## config.mk

```make
export PLATFORM = sky130hd
export DESIGN_NAME = scroll_latch_bank
export DESIGN_NICKNAME = d
export VERILOG_FILES = /design/src/rtl/system86_pkg.sv /design/src/rtl/scroll_latch_group.sv /design/src/rtl/scroll_latch_bank.sv
export SDC_FILE = /design/constraint.sdc
export NUM_CORES = 1
export LEC_CHECK = 0
export CAP_MARGIN = 20
export CORE_AREA = 2 2 91 111
export DETAILED_ROUTE_END_ITERATION = 16
export DIE_AREA = 0 0 93 113
export DONT_BUFFER_PORTS = 1
export HOLD_SLACK_MARGIN = 0.15
export PLACE_DENSITY = 0.65
export SYNTH_ARGS = -nofsm -noshare
export SYNTH_HDL_FRONTEND = slang
export SYNTH_SLANG_ARGS = --single-unit
```

## constraint.sdc

```tcl
create_clock -name CLK_6M -period 7.7 [get_ports CLK_6M]
set_clock_uncertainty 0.2 [all_clocks]
set_input_delay 1.54 -clock CLK_6M [delete_from_list [all_inputs] [get_ports CLK_6M]]
set_output_delay 1.54 -clock CLK_6M [all_outputs]
set_load 0.01 [all_outputs]
```

## src/rtl/system86_pkg.sv

```systemverilog
// rtl/system86_pkg.sv - shared widths, offset map and layer register type for the scroll latch bank
package system86_pkg;

  localparam int SCROLLX_W = 9;
  localparam int SCROLLY_W = 8;
  localparam int PRIO_W    = 3;

  // Sub-offsets within a layer slot; A[2] selects the odd layer of the group.
  localparam logic [1:0] OFS_XHI_PRIO = 2'd0;
  localparam logic [1:0] OFS_XLO      = 2'd1;
  localparam logic [1:0] OFS_Y        = 2'd2;
  localparam logic [1:0] OFS_BANK     = 2'd3;

  typedef struct packed {
    logic [SCROLLX_W-1:0] scrollx;
    logic [SCROLLY_W-1:0] scrolly;
    logic [PRIO_W-1:0]    prio;
  } layer_regs_t;

  // Returns the layer registers after a write at the given sub-offset.
  // Sub-offset 3 never touches a layer (bank on even half, ignored on odd half).
  function automatic layer_regs_t layer_write(input layer_regs_t cur,
                                              input logic [1:0] sub,
                                              input logic [7:0] data);
    layer_regs_t r;
    r = cur;
    case (sub)
      OFS_XHI_PRIO: begin
        r.scrollx[SCROLLX_W-1] = data[0];
        r.prio                 = data[7:5];
      end
      OFS_XLO: r.scrollx[7:0] = data;
      OFS_Y:   r.scrolly      = data;
      default: r = cur;
    endcase
    return r;
  endfunction

endpackage

```

## src/rtl/scroll_latch_group.sv

```systemverilog
// rtl/scroll_latch_group.sv - two layer register sets plus one ROM bank register for one strobe group
module scroll_latch_group
  import system86_pkg::*;
#(
  parameter int BANK_WIDTH = 5
) (
  input  logic                  clk,
  input  logic                  rst,
  input  logic                  commit,
  input  logic [2:0]            ofs,
  input  logic [7:0]            data,
  output layer_regs_t           layer_lo,
  output layer_regs_t           layer_hi,
  output logic [BANK_WIDTH-1:0] bank
);

  // Decode the offset of a committed write into the even layer, odd layer or bank.
  always_ff @(posedge clk or posedge rst) begin
    if (rst) begin
      layer_lo <= '0;
      layer_hi <= '0;
      bank     <= '0;
    end else if (commit) begin
      if (ofs[2]) begin
        layer_hi <= layer_write(layer_hi, ofs[1:0], data);
      end else if (ofs[1:0] == OFS_BANK) begin
        bank <= data[BANK_WIDTH-1:0];
      end else begin
        layer_lo <= layer_write(layer_lo, ofs[1:0], data);
      end
    end
  end

endmodule

```

## src/rtl/scroll_latch_bank.sv

```systemverilog
// rtl/scroll_latch_bank.sv - sub-CPU scroll/priority/bank latches; SCROLL_VBLANK_SHADOW_EN adds vblank-shadowed outputs
module scroll_latch_bank
  import system86_pkg::*;
#(
  parameter int LAYERS     = 4,
  parameter int BANK_WIDTH = 5
) (
  input  logic                          CLK_6M,
  input  logic                          rst,
  input  logic                          SE,
  input  logic                          nVBLK,
  input  logic                          nLTH0,
  input  logic                          nLTH1,
  input  logic [2:0]                    A,
  input  logic [7:0]                    D,
  output logic [LAYERS*SCROLLX_W-1:0]   SCROLLX,
  output logic [LAYERS*SCROLLY_W-1:0]   SCROLLY,
  output logic [LAYERS*PRIO_W-1:0]      PRIO,
  output logic [BANK_WIDTH-1:0]         BANK0,
  output logic [BANK_WIDTH-1:0]         BANK1
);

  logic       se_s1, se_s2;
  logic       nlth0_s1, nlth0_s2;
  logic       nlth1_s1, nlth1_s2;
  logic [2:0] a_s1, a_s2;
  logic [7:0] d_s1, d_s2;

  logic       e_fall;
  logic       commit0, commit1;
  logic [2:0] commit_ofs;
  logic [7:0] commit_data;

  layer_regs_t lyr   [LAYERS];
  layer_regs_t shown [LAYERS];

  // Two-stage capture of the asynchronous sub-CPU bus into the pixel clock domain.
  always_ff @(posedge CLK_6M or posedge rst) begin
    if (rst) begin
      se_s1    <= 1'b0;
      se_s2    <= 1'b0;
      nlth0_s1 <= 1'b0;
      nlth0_s2 <= 1'b0;
      nlth1_s1 <= 1'b0;
      nlth1_s2 <= 1'b0;
      a_s1     <= '0;
      a_s2     <= '0;
      d_s1     <= '0;
      d_s2     <= '0;
    end else begin
      se_s1    <= SE;
      se_s2    <= se_s1;
      nlth0_s1 <= nLTH0;
      nlth0_s2 <= nlth0_s1;
      nlth1_s1 <= nLTH1;
      nlth1_s2 <= nlth1_s1;
      a_s1     <= A;
      a_s2     <= a_s1;
      d_s1     <= D;
      d_s2     <= d_s1;
    end
  end

  // s2 still holds the last high-E sample of strobe, address and data when the fall shows up.
  assign e_fall = se_s2 & ~se_s1;

  // Register the fall detect together with the bus contents so the groups update one edge later.
  always_ff @(posedge CLK_6M or posedge rst) begin
    if (rst) begin
      commit0     <= 1'b0;
      commit1     <= 1'b0;
      commit_ofs  <= '0;
      commit_data <= '0;
    end else begin
      commit0     <= e_fall & ~nlth0_s2;
      commit1     <= e_fall & ~nlth1_s2;
      commit_ofs  <= a_s2;
      commit_data <= d_s2;
    end
  end

  scroll_latch_group #(.BANK_WIDTH(BANK_WIDTH)) u_grp0 (
    .clk      (CLK_6M),
    .rst      (rst),
    .commit   (commit0),
    .ofs      (commit_ofs),
    .data     (commit_data),
    .layer_lo (lyr[0]),
    .layer_hi (lyr[1]),
    .bank     (BANK0)
  );

  scroll_latch_group #(.BANK_WIDTH(BANK_WIDTH)) u_grp1 (
    .clk      (CLK_6M),
    .rst      (rst),
    .commit   (commit1),
    .ofs      (commit_ofs),
    .data     (commit_data),
    .layer_lo (lyr[2]),
    .layer_hi (lyr[3]),
    .bank     (BANK1)
  );

`ifdef SCROLL_VBLANK_SHADOW_EN
  logic nvblk_s1, nvblk_s2;
  logic vblank_load;

  // Sample vblank and register its falling edge as the shadow load strobe.
  always_ff @(posedge CLK_6M or posedge rst) begin
    if (rst) begin
      nvblk_s1    <= 1'b0;
      nvblk_s2    <= 1'b0;
      vblank_load <= 1'b0;
    end else begin
      nvblk_s1    <= nVBLK;
      nvblk_s2    <= nvblk_s1;
      vblank_load <= nvblk_s2 & ~nvblk_s1;
    end
  end

  // Copy staged scroll/priority to the visible registers once per vblank.
  always_ff @(posedge CLK_6M or posedge rst) begin
    if (rst) begin
      for (int i = 0; i < LAYERS; i++) shown[i] <= '0;
    end else if (vblank_load) begin
      for (int i = 0; i < LAYERS; i++) shown[i] <= lyr[i];
    end
  end
`else
  logic unused_nvblk;
  assign unused_nvblk = nVBLK;

  // Without shadowing the commit registers drive the tilemap generators directly.
  always_comb begin
    for (int i = 0; i < LAYERS; i++) shown[i] = lyr[i];
  end
`endif

  // Pack per-layer registers into the flat output buses, layer 0 in the low bits.
  always_comb begin
    SCROLLX = '0;
    SCROLLY = '0;
    PRIO    = '0;
    for (int i = 0; i < LAYERS; i++) begin
      SCROLLX[i*SCROLLX_W +: SCROLLX_W] = shown[i].scrollx;
      SCROLLY[i*SCROLLY_W +: SCROLLY_W] = shown[i].scrolly;
      PRIO[i*PRIO_W +: PRIO_W]          = shown[i].prio;
    end
  end

endmodule

```

### After elaboration in Yosys (flattened, before gate mapping)

Cells that the tools add are included.

* add/subtract/negate cells: 0
* $mul: 0
* div/mod/pow operators: 0
* magnitude comparators: 0
* equal/unequal tests: 3
* shift operators: 0
* muxes and demuxes: 0
* bitwise logic cells: 8
* reduce and logical (&&, ||, !) cells: 15

Operators with widths (count)
* $reduce_and A3 Y1: 8
* $reduce_and A4 Y1: 6
* $not A1 Y1: 5
* $eq A2 B2 Y1 const B: 2
* $and A1 B1 Y1: 3
* $eq A2 B1 Y1 const B: 1
* $logic_not A2 Y1: 1

* bits in registers: 131
* latch bits: 0
* RAM bits: 0
* ROM bits: 0
* input port bits: 17
* output and inout bits: 90
* word-level logic and storage cells: 58
* memories kept: 0

### Longest topological paths before layout

Gate-level depths: netlist of the first run.

* word-level depth: 3
* depth in mapped cells: 3
* mapped depth without buffers: 2

### By module

A second synthesis of the first run with hierarchy kept.

* cell total of the unflattened synthesis: 244
* area, all modules: 4683.2 µm²

By module, submodules not included
* scroll_latch_group: times used 2, cells an instance 100, area an instance 1819.2 µm², seq. area each 1126.1 µm²
* scroll_latch_bank: times used 1, cells an instance 44, area an instance 1044.8 µm², seq. area each 1026.0 µm²

### Worst setup path after synthesis of the first run

No wires, ideal clock.

* path kind: register -> output
* from: register u_grp0.layer_lo[0] (netlist name)
* to: output PRIO[0]
* data arrival time: 0.383 ns
* required time: 5.960 ns
* setup slack: 5.577 ns
* cell stages (with the launch flop): 1
* path buffers: 0
* cells stage by stage: dfrtp_1

RTL lines
* start, declared: RTL line scroll_latch_group.sv:12 `output layer_regs_t layer_lo,`
* start signal, assigned: RTL line scroll_latch_group.sv:29 `layer_lo <= layer_write(layer_lo, ofs[1:0], data);`
* end, declared: RTL line scroll_latch_bank.sv:18 `output logic [LAYERS*PRIO_W-1:0] PRIO,`

No word-level cell between the ends.

### Worst setup path after layout of the first run

* from: register u_grp0.layer_hi[10] (netlist name)
* to: output SCROLLY[15]

RTL lines
* start, declared: RTL line scroll_latch_group.sv:13 `output layer_regs_t layer_hi,`
* start signal, assigned: RTL line scroll_latch_group.sv:25 `layer_hi <= layer_write(layer_hi, ofs[1:0], data);`
* end, declared: RTL line scroll_latch_bank.sv:17 `output logic [LAYERS*SCROLLY_W-1:0] SCROLLY,`

No word-level cell between the ends.

==> run metrics, run 1 <==
status=completed; syn_nets=about 270; gr ovfl total=0; number of routed nets with antenna violations=0; cell depth of the worst min-delay path=0; antenna violations before repair=0; source of the worst register-to-register timing path=commit_ofs[1]$_DFF_PP0_; leakage power figure=between 0.002 and 0.003 uW; number of global-route vias before repair=around 2300; met1 global-route usage=19.09%; Relative slew margins=47.28%; residual DRC count=0; Critical Setup Path Class=reg2out; number of maximum-capacitance violations=0; worst-margin pin slew=0.7908 ns; overall die area=0.01051 sq mm; capturing point of the worst reg2reg path=u_grp0.layer_lo[9]$_DFFE_PP0P_; clock transition time at the flip-flop clock pins of the worst setup and hold paths=around 0.050 ns; Avg Vias per Cell=around 5.3; Syn Std Cell Area=~0.0046 sq mm; Critical Path Source Type=flip-flop; maximum fanout count along the critical path=2; pin count of the biggest net entering global routing=67; Fillers=732; CTS Root Cell=sky130_fd_sc_hd__clkbuf_16; number of clock buffers inserted by TritonCTS=17; final number of hold-violating endpoints=0; die width=a little over 90 microns; clock period minus worst slack=between 2 and 3 ns; number of clock sinks=approximately 130; Initial DRT Pass Iterations=4; most instantiated cells after synthesis=131 x sky130_fd_sc_hd__dfrtp_1, 90 x sky130_fd_sc_hd__mux2_2, 5 x sky130_fd_sc_hd__buf_4; total routing usage reported by global routing=between 10% and 20%; worst-case hold path end point=commit_data[2]$_DFF_PP0_; Max Fclk=just under 0.4 GHz; largest cells by area after synthesis=sky130_fd_sc_hd__dfrtp_1 71%, sky130_fd_sc_hd__mux2_2 22%, sky130_fd_sc_hd__nand4b_2 1.3%; Die Ht=between 100 and 150 microns; total wire length after detailed routing=around 8.2 mm; Clock Latency Late Sink=roughly 0.41 ns; Netlist cell types=14; Synth Warn #=0; cell row count=39; layer with the highest usage after global routing=met2; Core Footprint=between 0.009 and 0.01 sq mm; TNS Setup=0 ns; origin of the worst min-delay path=d_s2[2]$_DFF_PP0_; buffer depth of the longest clock path=2; mean cell area of the mapped netlist=18.16 sq um; first-pass GRT wire length=between 10 and 15 mm; most common cell in the netlist=sky130_fd_sc_hd__dfrtp_1; standard cell area after detailed placement=between 0.004 and 0.005 sq mm; Slew Limit Fails=0; vias after detailed routing=~2100; layout overhead on the synthesized area=17.39%; Synth Flop Type=sky130_fd_sc_hd__dfrtp_1; initial standard-cell utilization of the core=around 49%; required time of the worst setup path=around 6 ns; share of post-route cells with drive strength above 1=between 40 and 50%; depth of the critical timing path with buffers and inverters included=0; unrepaired setup endpoints after global routing=no; TritonCTS clock tree=done; depth of the most critical reg-to-reg path=2; I/O pin count=about 110; type of the worst min-delay path=reg2reg; flip-flop and latch count after synthesis=approximately 130; EDFF count, synth=0; H-tree levels=4; post-cts sizing count=0; portion of the post-synthesis area used by sequential elements=71.08%; power density of the placed cells=351.6 mW/mm^2; maximum resistive drop on vdd=0.0001878 V; PortBufs=0; nets=282; count of mapped cells out of synthesis=254; Synth area leader=sky130_fd_sc_hd__dfrtp_1; async set-reset flop share out of synthesis=100.0%; global-route track usage on met3=under 10%; per-cell routed wire length=about 21 microns; final weighted congestion in routability-driven placement=~0.65; portion of synthesized cell area occupied by the leading cell type=between 70% and 80%; crit share post-route=between 30% and 40%; Final setup viols=0; post-layout instance area=between 0.005 and 0.006 sq mm; met2 layer usage reported by global route=27.20%; Worst Setup End Kind=primary output; violation count after the first detailed-routing iteration=70; setup slack of the most critical reg-to-reg path=roughly 5.8 ns; hpwl dp=around 5.4 mm; Arrival @ worst endpoint=around 0.84 ns; Inserted Diodes=0
-- final cells by class --
| type | count | area, sq um | share of cell area (%) |
|---|---|---|---|
| flip-flops and latches | 131 | 3278 | 60.55 |
| multi-input cells | 107 | 1235 | 22.81 |
| clock buffers | 23 | 498.0 | 9.198 |
| clock inverters | 9 | 172.7 | 3.189 |
| well taps | 123 | 153.9 | 2.843 |
| repair buffers | 7 | 67.56 | 1.248 |
| inverters | 1 | 8.758 | 0.1618 |
-- sequential cells by signal, summed over array words and instances, names as in the netlist, 8 cells and up --
signal / count
u_grp0.layer_hi: 20
u_grp0.layer_lo: 20
u_grp1.layer_hi: 20
commit_data: 8
d_s2: 8
d_s1: 8
u_grp1.layer_lo: 20
-- through the flow --
step / power, uW / worst slack (ns) / hold slack [ns] / util [%] / std cells
after floorplan: 986.5 / 2.462 / 0.1312 / - / 254
after global placement: 1018 / 4.752 / 0.1312 / 49.99 / 363
after detailed placement: 1029 / 4.697 / 0.1358 / 49.99 / 363
after CTS: 1931 / 5.096 / 0.1509 / 57.79 / 401
after global routing: 1973 / 4.943 / 0.1541 / 57.79 / 401
final: 1904 / 5.123 / 0.1476 / 57.79 / 401
-- metal layers --
metal / up-vias / wire, microns
li1: 915 / -
met1: 1119 / 3345
met2: 69 / 4151
met3: 12 / 604
met4: 0 / 144
met5: - / 0
-- placed cells by master (no fill, tap or decap) --
cell	synthesis	final
sky130_fd_sc_hd__nand4b_1	2	2
sky130_fd_sc_hd__and4bb_2	4	4
sky130_fd_sc_hd__clkbuf_8	2	5
sky130_fd_sc_hd__nor4b_4	2	2
sky130_fd_sc_hd__clkbuf_16	0	17
sky130_fd_sc_hd__clkinv_2	0	3
sky130_fd_sc_hd__dlygate4sd3_1	0	6
sky130_fd_sc_hd__clkinvlp_4	0	1
sky130_fd_sc_hd__nand2b_1	1	1
sky130_fd_sc_hd__bufinv_16	0	5
sky130_fd_sc_hd__mux2_2	90	90
sky130_fd_sc_hd__dfrtp_1	131	131
sky130_fd_sc_hd__clkbuf_1	4	1
sky130_fd_sc_hd__and4bb_4	2	2
sky130_fd_sc_hd__nand4b_2	4	4
sky130_fd_sc_hd__inv_6	0	1
sky130_fd_sc_hd__buf_4	5	1
sky130_fd_sc_hd__nor2_1	2	2
-- worst max path at each step --
stage | startpoint | endpoint | slack [ns]
after CTS | u_grp0.layer_hi[10]$_DFFE_PP0P_ | SCROLLY[15] | 5.10
after global routing | rst | u_grp1.bank[2]$_DFFE_PP0P_ | 4.94
after global placement | rst | u_grp1.layer_hi[4]$_DFFE_PP0P_ | 4.75
final | u_grp0.layer_hi[10]$_DFFE_PP0P_ | SCROLLY[15] | 5.12
after detailed placement | rst | u_grp1.layer_hi[6]$_DFFE_PP0P_ | 4.70
after floorplan | rst | a_s1[0]$_DFF_PP0_ | 2.46
-- report_power, final --
part | switching, uW | leakage, uW | internal (uW) | total, uW
Combinational | 34.9 | 0.000551 | 68.5 | 103
Clock | 276 | 0.000329 | 616 | 892
Sequential | 120 | 0.00164 | 789 | 909
-- cells by family (layout without fill, tap and decap cells) --
kind of cell	Yosys count	in the layout	share of synthesized area, %
and+or+nand+nor	17	17	4.802
muxes	90	90	21.97
buffers and inverters	16	40	2.143
DFF	131	131	71.08
-- timing repair --
item	in CTS	in global routing
hold endpoints to repair	6	0
hold buffers	6	0
setup buffers	0	0
Power figures use the tool's default switching activity.
==> run 2: changes to the inputs <==
clock period = 2.4 ns   (was 7.7 ns; I/O delays follow)
==> run 2 against run 1 <==
Against the previous run: design area is 2.2% higher; sequential power grew to 3.2 times the previous value; clock power grew to 2.9 times the previous value; largest cell class unchanged; highest routed layer unchanged.
==> run metrics, run 2 (synthesis gave the netlist of run 1 again) <==
source of the worst register-to-register timing path=commit_ofs[2]$_DFF_PP0_; TritonCTS clock tree=done; pre-CTS worst setup slack=0.5370 ns; share of post-route cells with drive strength above 1=46.10%; nets=299; Avg Vias per Cell=about 5.3; Critical Setup Path Class=reg2reg; commonest cells after routing, fill and taps aside=131 x sky130_fd_sc_hd__dfrtp_1, 90 x sky130_fd_sc_hd__mux2_2, 23 x sky130_fd_sc_hd__dlygate4sd3_1, 17 x sky130_fd_sc_hd__clkbuf_16, 6 x sky130_fd_sc_hd__clkinvlp_4; initial standard-cell utilization of the core=about half; post-cts sizing count=0; TNS Setup=0 ns; Arrival @ worst endpoint=just under 2 ns; pin count of the biggest net entering global routing=around 130; vias after detailed routing=2200; final weighted congestion in routability-driven placement=0.7020; maximum resistive drop on vdd=about 0.0007 V; die width=93 microns; number of routed nets with antenna violations=0; Min Hold Slack=0.1478 ns; Inserted Diodes=0; Max Fclk=between 0.5 and 0.6 GHz; cell depth of the worst min-delay path=0; power density of the placed cells=approximately 1100 mW/mm^2; total internal power=approximately 4400 uW; capturing point of the worst reg2reg path=u_grp0.layer_lo[4]$_DFFE_PP0P_; clock share of power=44.3%; fraction of the core area covered by cells at the end of the flow=59.08%; number of global-route vias before repair=between 2000 and 2500; antenna violations before repair=0; cell row count=39; violation count after the first detailed-routing iteration=71; CTS Root Cell=sky130_fd_sc_hd__clkbuf_16; share of total power consumed by net switching=between 20% and 30%; type of the worst min-delay path=reg2reg; status=completed; Net Switching=1458 uW; leakage power figure=0.002540 uW; buffer depth of the longest clock path=2; required time of the worst setup path=~2.5 ns; crit share post-route=77.01%; Worst Setup End Kind=flip-flop; Critical Path Source Type=flip-flop; Fillers=between 700 and 800; final number of hold-violating endpoints=0; Initial DRT Pass Iterations=5; number of clock buffers inserted by TritonCTS=17; total routing usage reported by global routing=between 10% and 20%; depth of the most critical reg-to-reg path=2; layout overhead on the synthesized area=20.02%; Slew Limit Fails=0; Die Ht=roughly 110 microns; leading cell type in the layout, fill and taps excluded=sky130_fd_sc_hd__dfrtp_1; origin of the worst min-delay path=d_s2[2]$_DFF_PP0_; Relative slew margins=54.38%; unrepaired setup endpoints after global routing=no; worst-case hold path end point=commit_data[2]$_DFF_PP0_; maximum fanout count along the critical path=14; first-pass GRT wire length=between 10 and 15 mm; timing startpoint of the critical path=commit_ofs[2]$_DFF_PP0_; total wire length after detailed routing=~8.4 mm; Worst Setup Slack, final=~0.55 ns; Combinational Power Share=under 10%; number of maximum-capacitance violations=0; worst-margin pin slew=around 0.68 ns; number of clock sinks=131; Clock Latency Late Sink=0.41 ns; residual DRC count=0; overall die area=0.01051 sq mm; hpwl dp=roughly 5.2 mm; setup slack of the most critical reg-to-reg path=0.55 ns; clock period minus worst slack=around 1.8 ns; Core Footprint=0.009369 sq mm; PortBufs=0; gr ovfl total=0; H-tree levels=4; Overall Power=between 5000 and 6000 uW; per-cell routed wire length=around 20 microns; Final setup viols=0; I/O pin count=~110; clock transition time at the flip-flop clock pins of the worst setup and hold paths=0.06 ns; sequential share of power=between 40% and 50%
==> run 2: layer usage <==
layer	GRT usage (%)	part of all wire (%)	up-vias
li1	-	-	951
met1	19.90	41	1163
met5	0	0	-
met4	6.471	1.6	0
met3	8.322	7.1	12
met2	26.71	50	74
==> run 2: how the worst max path moves through the flow <==
| stage | end | depth (start not counted) | slack [ns] |
|---|---|---|---|
| after floorplan | a_s1[0]$_DFF_PP0_ | 1 | 0.1 |
| after global placement | u_grp0.layer_lo[18]$_DFFE_PP0P_ | 2 | 0.58 |
| after detailed placement | u_grp0.layer_lo[9]$_DFFE_PP0P_ | 2 | 0.54 |
| after CTS | u_grp0.layer_lo[11]$_DFFE_PP0P_ | 2 | 0.55 |
| after global routing | u_grp1.layer_hi[17]$_DFFE_PP0P_ | 2 | 0.45 |
| final | u_grp0.layer_lo[4]$_DFFE_PP0P_ | 2 | 0.55 |
==> run 2: what timing repair did <==
action,in CTS,in global routing
hold buffers,23,0
endpoints found under the hold margin,153,0
setup buffers,0,0
==> run 2: per-stage QoR <==
| step | cell area, sq um | instances |
|---|---|---|
| after detailed placement | 4695 | 363 |
| after global routing | 5535 | 418 |
| after global placement | 4695 | 363 |
| after CTS | 5535 | 418 |
| after floorplan | 4616 | 254 |
| final | 5535 | 418 |
==> run 2: layout make-up <==
class	instances	area (sq um)	share of cell area (%)
clock buffer	17	425.4	7.685
clock inverter	15	185.2	3.345
inverter	1	7.507	0.1356
multi-input combinational	107	1235	22.31
sequential	131	3278	59.22
tap	123	153.9	2.780
timing repair buffer	24	250.2	4.521
==> run 2: critical path, cell delays in order, from the launching register on <==
cell	delay, ns
sky130_fd_sc_hd__dfrtp_1	0.57
sky130_fd_sc_hd__and4bb_2	0.58
sky130_fd_sc_hd__mux2_2	0.38
==> run 2: power by group through the flow <==
stage	registers (uW)	logic, uW	clock network (uW)
after CTS	2930	363	2660
after floorplan	2850	319	0
after global routing	2960	395	2770
after global placement	2950	316	0
final	2910	355	2600
after detailed placement	2960	333	0
==> run 3: changes to the inputs <==
PLACE_DENSITY = 0.67   (was 0.65)
clock period = 1.7 ns   (was 2.4 ns; I/O delays follow)
==> run 3 against run 2 <==
Against the previous run: the flow now finishes with violations (setup timing); hold slack worse by 0.00071 ns; global-route usage is 0.47 points higher; critical endpoint is now u_grp0.layer_lo[9]$_DFFE_PP0P_; critical path type unchanged; combinational power is 68% higher; highest routed layer unchanged.
==> run metrics, run 3 (synthesis gave the netlist of run 1 again) <==
status=finished, violations left; violations in the final reports=setup timing; TritonCTS clock tree=done; worst-path cell chain=buf_12 > and4bb_4 > mux2_2; commonest cells after routing, fill and taps aside=130 x sky130_fd_sc_hd__dfrtp_1, 75 x sky130_fd_sc_hd__mux2_2, 22 x sky130_fd_sc_hd__dlygate4sd3_1, 17 x sky130_fd_sc_hd__clkbuf_16, 15 x sky130_fd_sc_hd__mux2_4; per-cell routed wire length=roughly 20 microns; setup slack of the most critical reg-to-reg path=-0.01 ns; Critical Path Source Type=flip-flop; first-pass GRT wire length=between 10 and 15 mm; final weighted congestion in routability-driven placement=between 0.7 and 0.8; I/O pin count=107; CTS Root Cell=sky130_fd_sc_hd__clkbuf_16; number of clock sinks=about 130; share of post-route cells with drive strength above 1=between 40% and 50%; Inserted Diodes=0; Worst Setup End Kind=flip-flop; leakage power figure=0.002664 uW; Slew Limit Fails=0; number of clock buffers inserted by TritonCTS=17; detailed route wirelength on metal2=between 4 and 5 mm; Core Footprint=~0.0094 sq mm; PortBufs=0; power density of the placed cells=roughly 1400 mW/mm^2; CP bufs+invs=1; total routing usage reported by global routing=between 15 and 20%; Fillers=around 700; Avg Vias per Cell=about 5.2; clock period minus worst slack=roughly 1.7 ns; Max Fclk=0.5849 GHz; TNS Setup=-0.01444 ns; origin of the worst min-delay path=nlth1_s1$_DFF_PP0_; met3 wire len=around 600 microns; number of routed nets with antenna violations=0; required time of the worst setup path=around 1.8 ns; register area=0.003279 sq mm; nets=about 300; hpwl dp=5.597 mm; cell row count=39; pin count of the biggest net entering global routing=between 40 and 50; final number of hold-violating endpoints=0; vias after detailed routing=approximately 2200; Final setup viols=2; Initial DRT Pass Iterations=4; Clock Latency Late Sink=0.40 ns; type of the worst min-delay path=reg2reg; worst-margin pin slew=~0.53 ns; H-tree levels=4; residual DRC count=0; total wire length after detailed routing=8.549 mm; pre-CTS worst setup slack=-0.04476 ns; source of the worst register-to-register timing path=commit_ofs[0]$_DFF_PP0_; maximum fanout count along the critical path=13; dominant delay contributor by cell family on the critical path=simple AND/OR/NAND/NOR gates; area of combinational cells with multiple inputs=between 0.001 and 0.0015 sq mm; timing startpoint of the critical path=commit_ofs[0]$_DFF_PP0_; initial standard-cell utilization of the core=about half; antenna violations before repair=0; die width=a little over 90 microns; highest metal used=met4; Die Ht=approximately 110 microns; layout overhead on the synthesized area=23.55%; leading cell type in the layout, fill and taps excluded=sky130_fd_sc_hd__dfrtp_1; gr ovfl total=0; Relative slew margins=64.64%; overall die area=~0.011 sq mm; clock transition time at the flip-flop clock pins of the worst setup and hold paths=approximately 0.05 ns; worst stage delay on the critical path=~0.47 ns; buffer depth of the longest clock path=2; Max stage delay cell, worst path=sky130_fd_sc_hd__and4bb_4; number of global-route vias before repair=2434; violation count after the first detailed-routing iteration=54; number of maximum-capacitance violations=0; Critical Setup Path Class=reg2reg; wl on met1=3.444 mm; unrepaired setup endpoints after global routing=yes; Arrival @ worst endpoint=between 1.5 and 2 ns; Worst Setup Slack, final=-0.009702 ns; crit share post-route=100.6%; maximum resistive drop on vdd=between 0.0008 and 0.0009 V
==> run 3: what timing repair did <==
action	4_1_cts	5_1_grt
hold buffers	22	0
hold endpoints to repair	152	0
gates resized for setup	6	20
pin swaps	3	3
buffers inserted	1	0
endpoints found under the setup margin	55	36
==> run 3: path summary, 6_finish.rpt <==
kind | to | depth (start not counted)
worst max-delay path | u_grp0.layer_lo[9]$_DFFE_PP0P_ | 3
worst min-delay path | nlth1_s2$_DFF_PP0_ | 0
worst max register to register | u_grp0.layer_lo[9]$_DFFE_PP0P_ | 3
worst min register to register | nlth1_s2$_DFF_PP0_ | 0
max in group asynchronous | u_grp0.layer_lo[7]$_DFFE_PP0P_ | 3
min in group asynchronous | u_grp0.layer_lo[1]$_DFFE_PP0P_ | 2
==> run 3: layer usage <==
| layer | GRT usage, % | vias to the layer above |
|---|---|---|
| li1 | - | 971 |
| met5 | 0 | - |
| met3 | 7.723 | 10 |
| met2 | 28.74 | 74 |
| met4 | 7.451 | 0 |
| met1 | 19.43 | 1177 |
==> run 3: metrics by stage <==
stage | instances | area (sq um) | hold slack [ns] | util, % | power, uW
floorplan | 254 | 4616 | 0.1312 | - | 4469
global placement | 372 | 4812 | 0.03564 | 51.36 | 4644
detailed placement | 372 | 4812 | 0.04057 | 51.36 | 4695
CTS | 427 | 5608 | 0.1502 | 59.86 | 8071
global route | 427 | 5698 | 0.1524 | 60.82 | 8349
finish | 427 | 5698 | 0.1471 | 60.82 | 8011
==> run 3: power breakdown <==
group | internal, uW | switching (uW) | leakage, uW
clock network | 2120 | 1180 | 0.000269
registers | 3570 | 538 | 0.00164
logic | 405 | 192 | 0.000759
==> run 3: cell type report <==
| type | instances | share of cell area, % |
|---|---|---|
| Clock buffer | 27 | 8.652 |
| Clock inverter | 5 | 0.8783 |
| Inverter | 1 | 0.1318 |
| Multi-Input combinational cell | 107 | 23.54 |
| Sequential cell | 131 | 57.55 |
| Tap cell | 123 | 2.701 |
| Timing Repair Buffer | 33 | 6.544 |
==> run 3: worst reg2reg max path: cells and delay by family (launching register included) <==
| kind | cells | cell delay, ns |
|---|---|---|
| buffers and inverters | 1 | 0.16 |
| and+or+nand+nor | 1 | 0.47 |
| muxes | 1 | 0.36 |
| DFF | 1 | 0.40 |
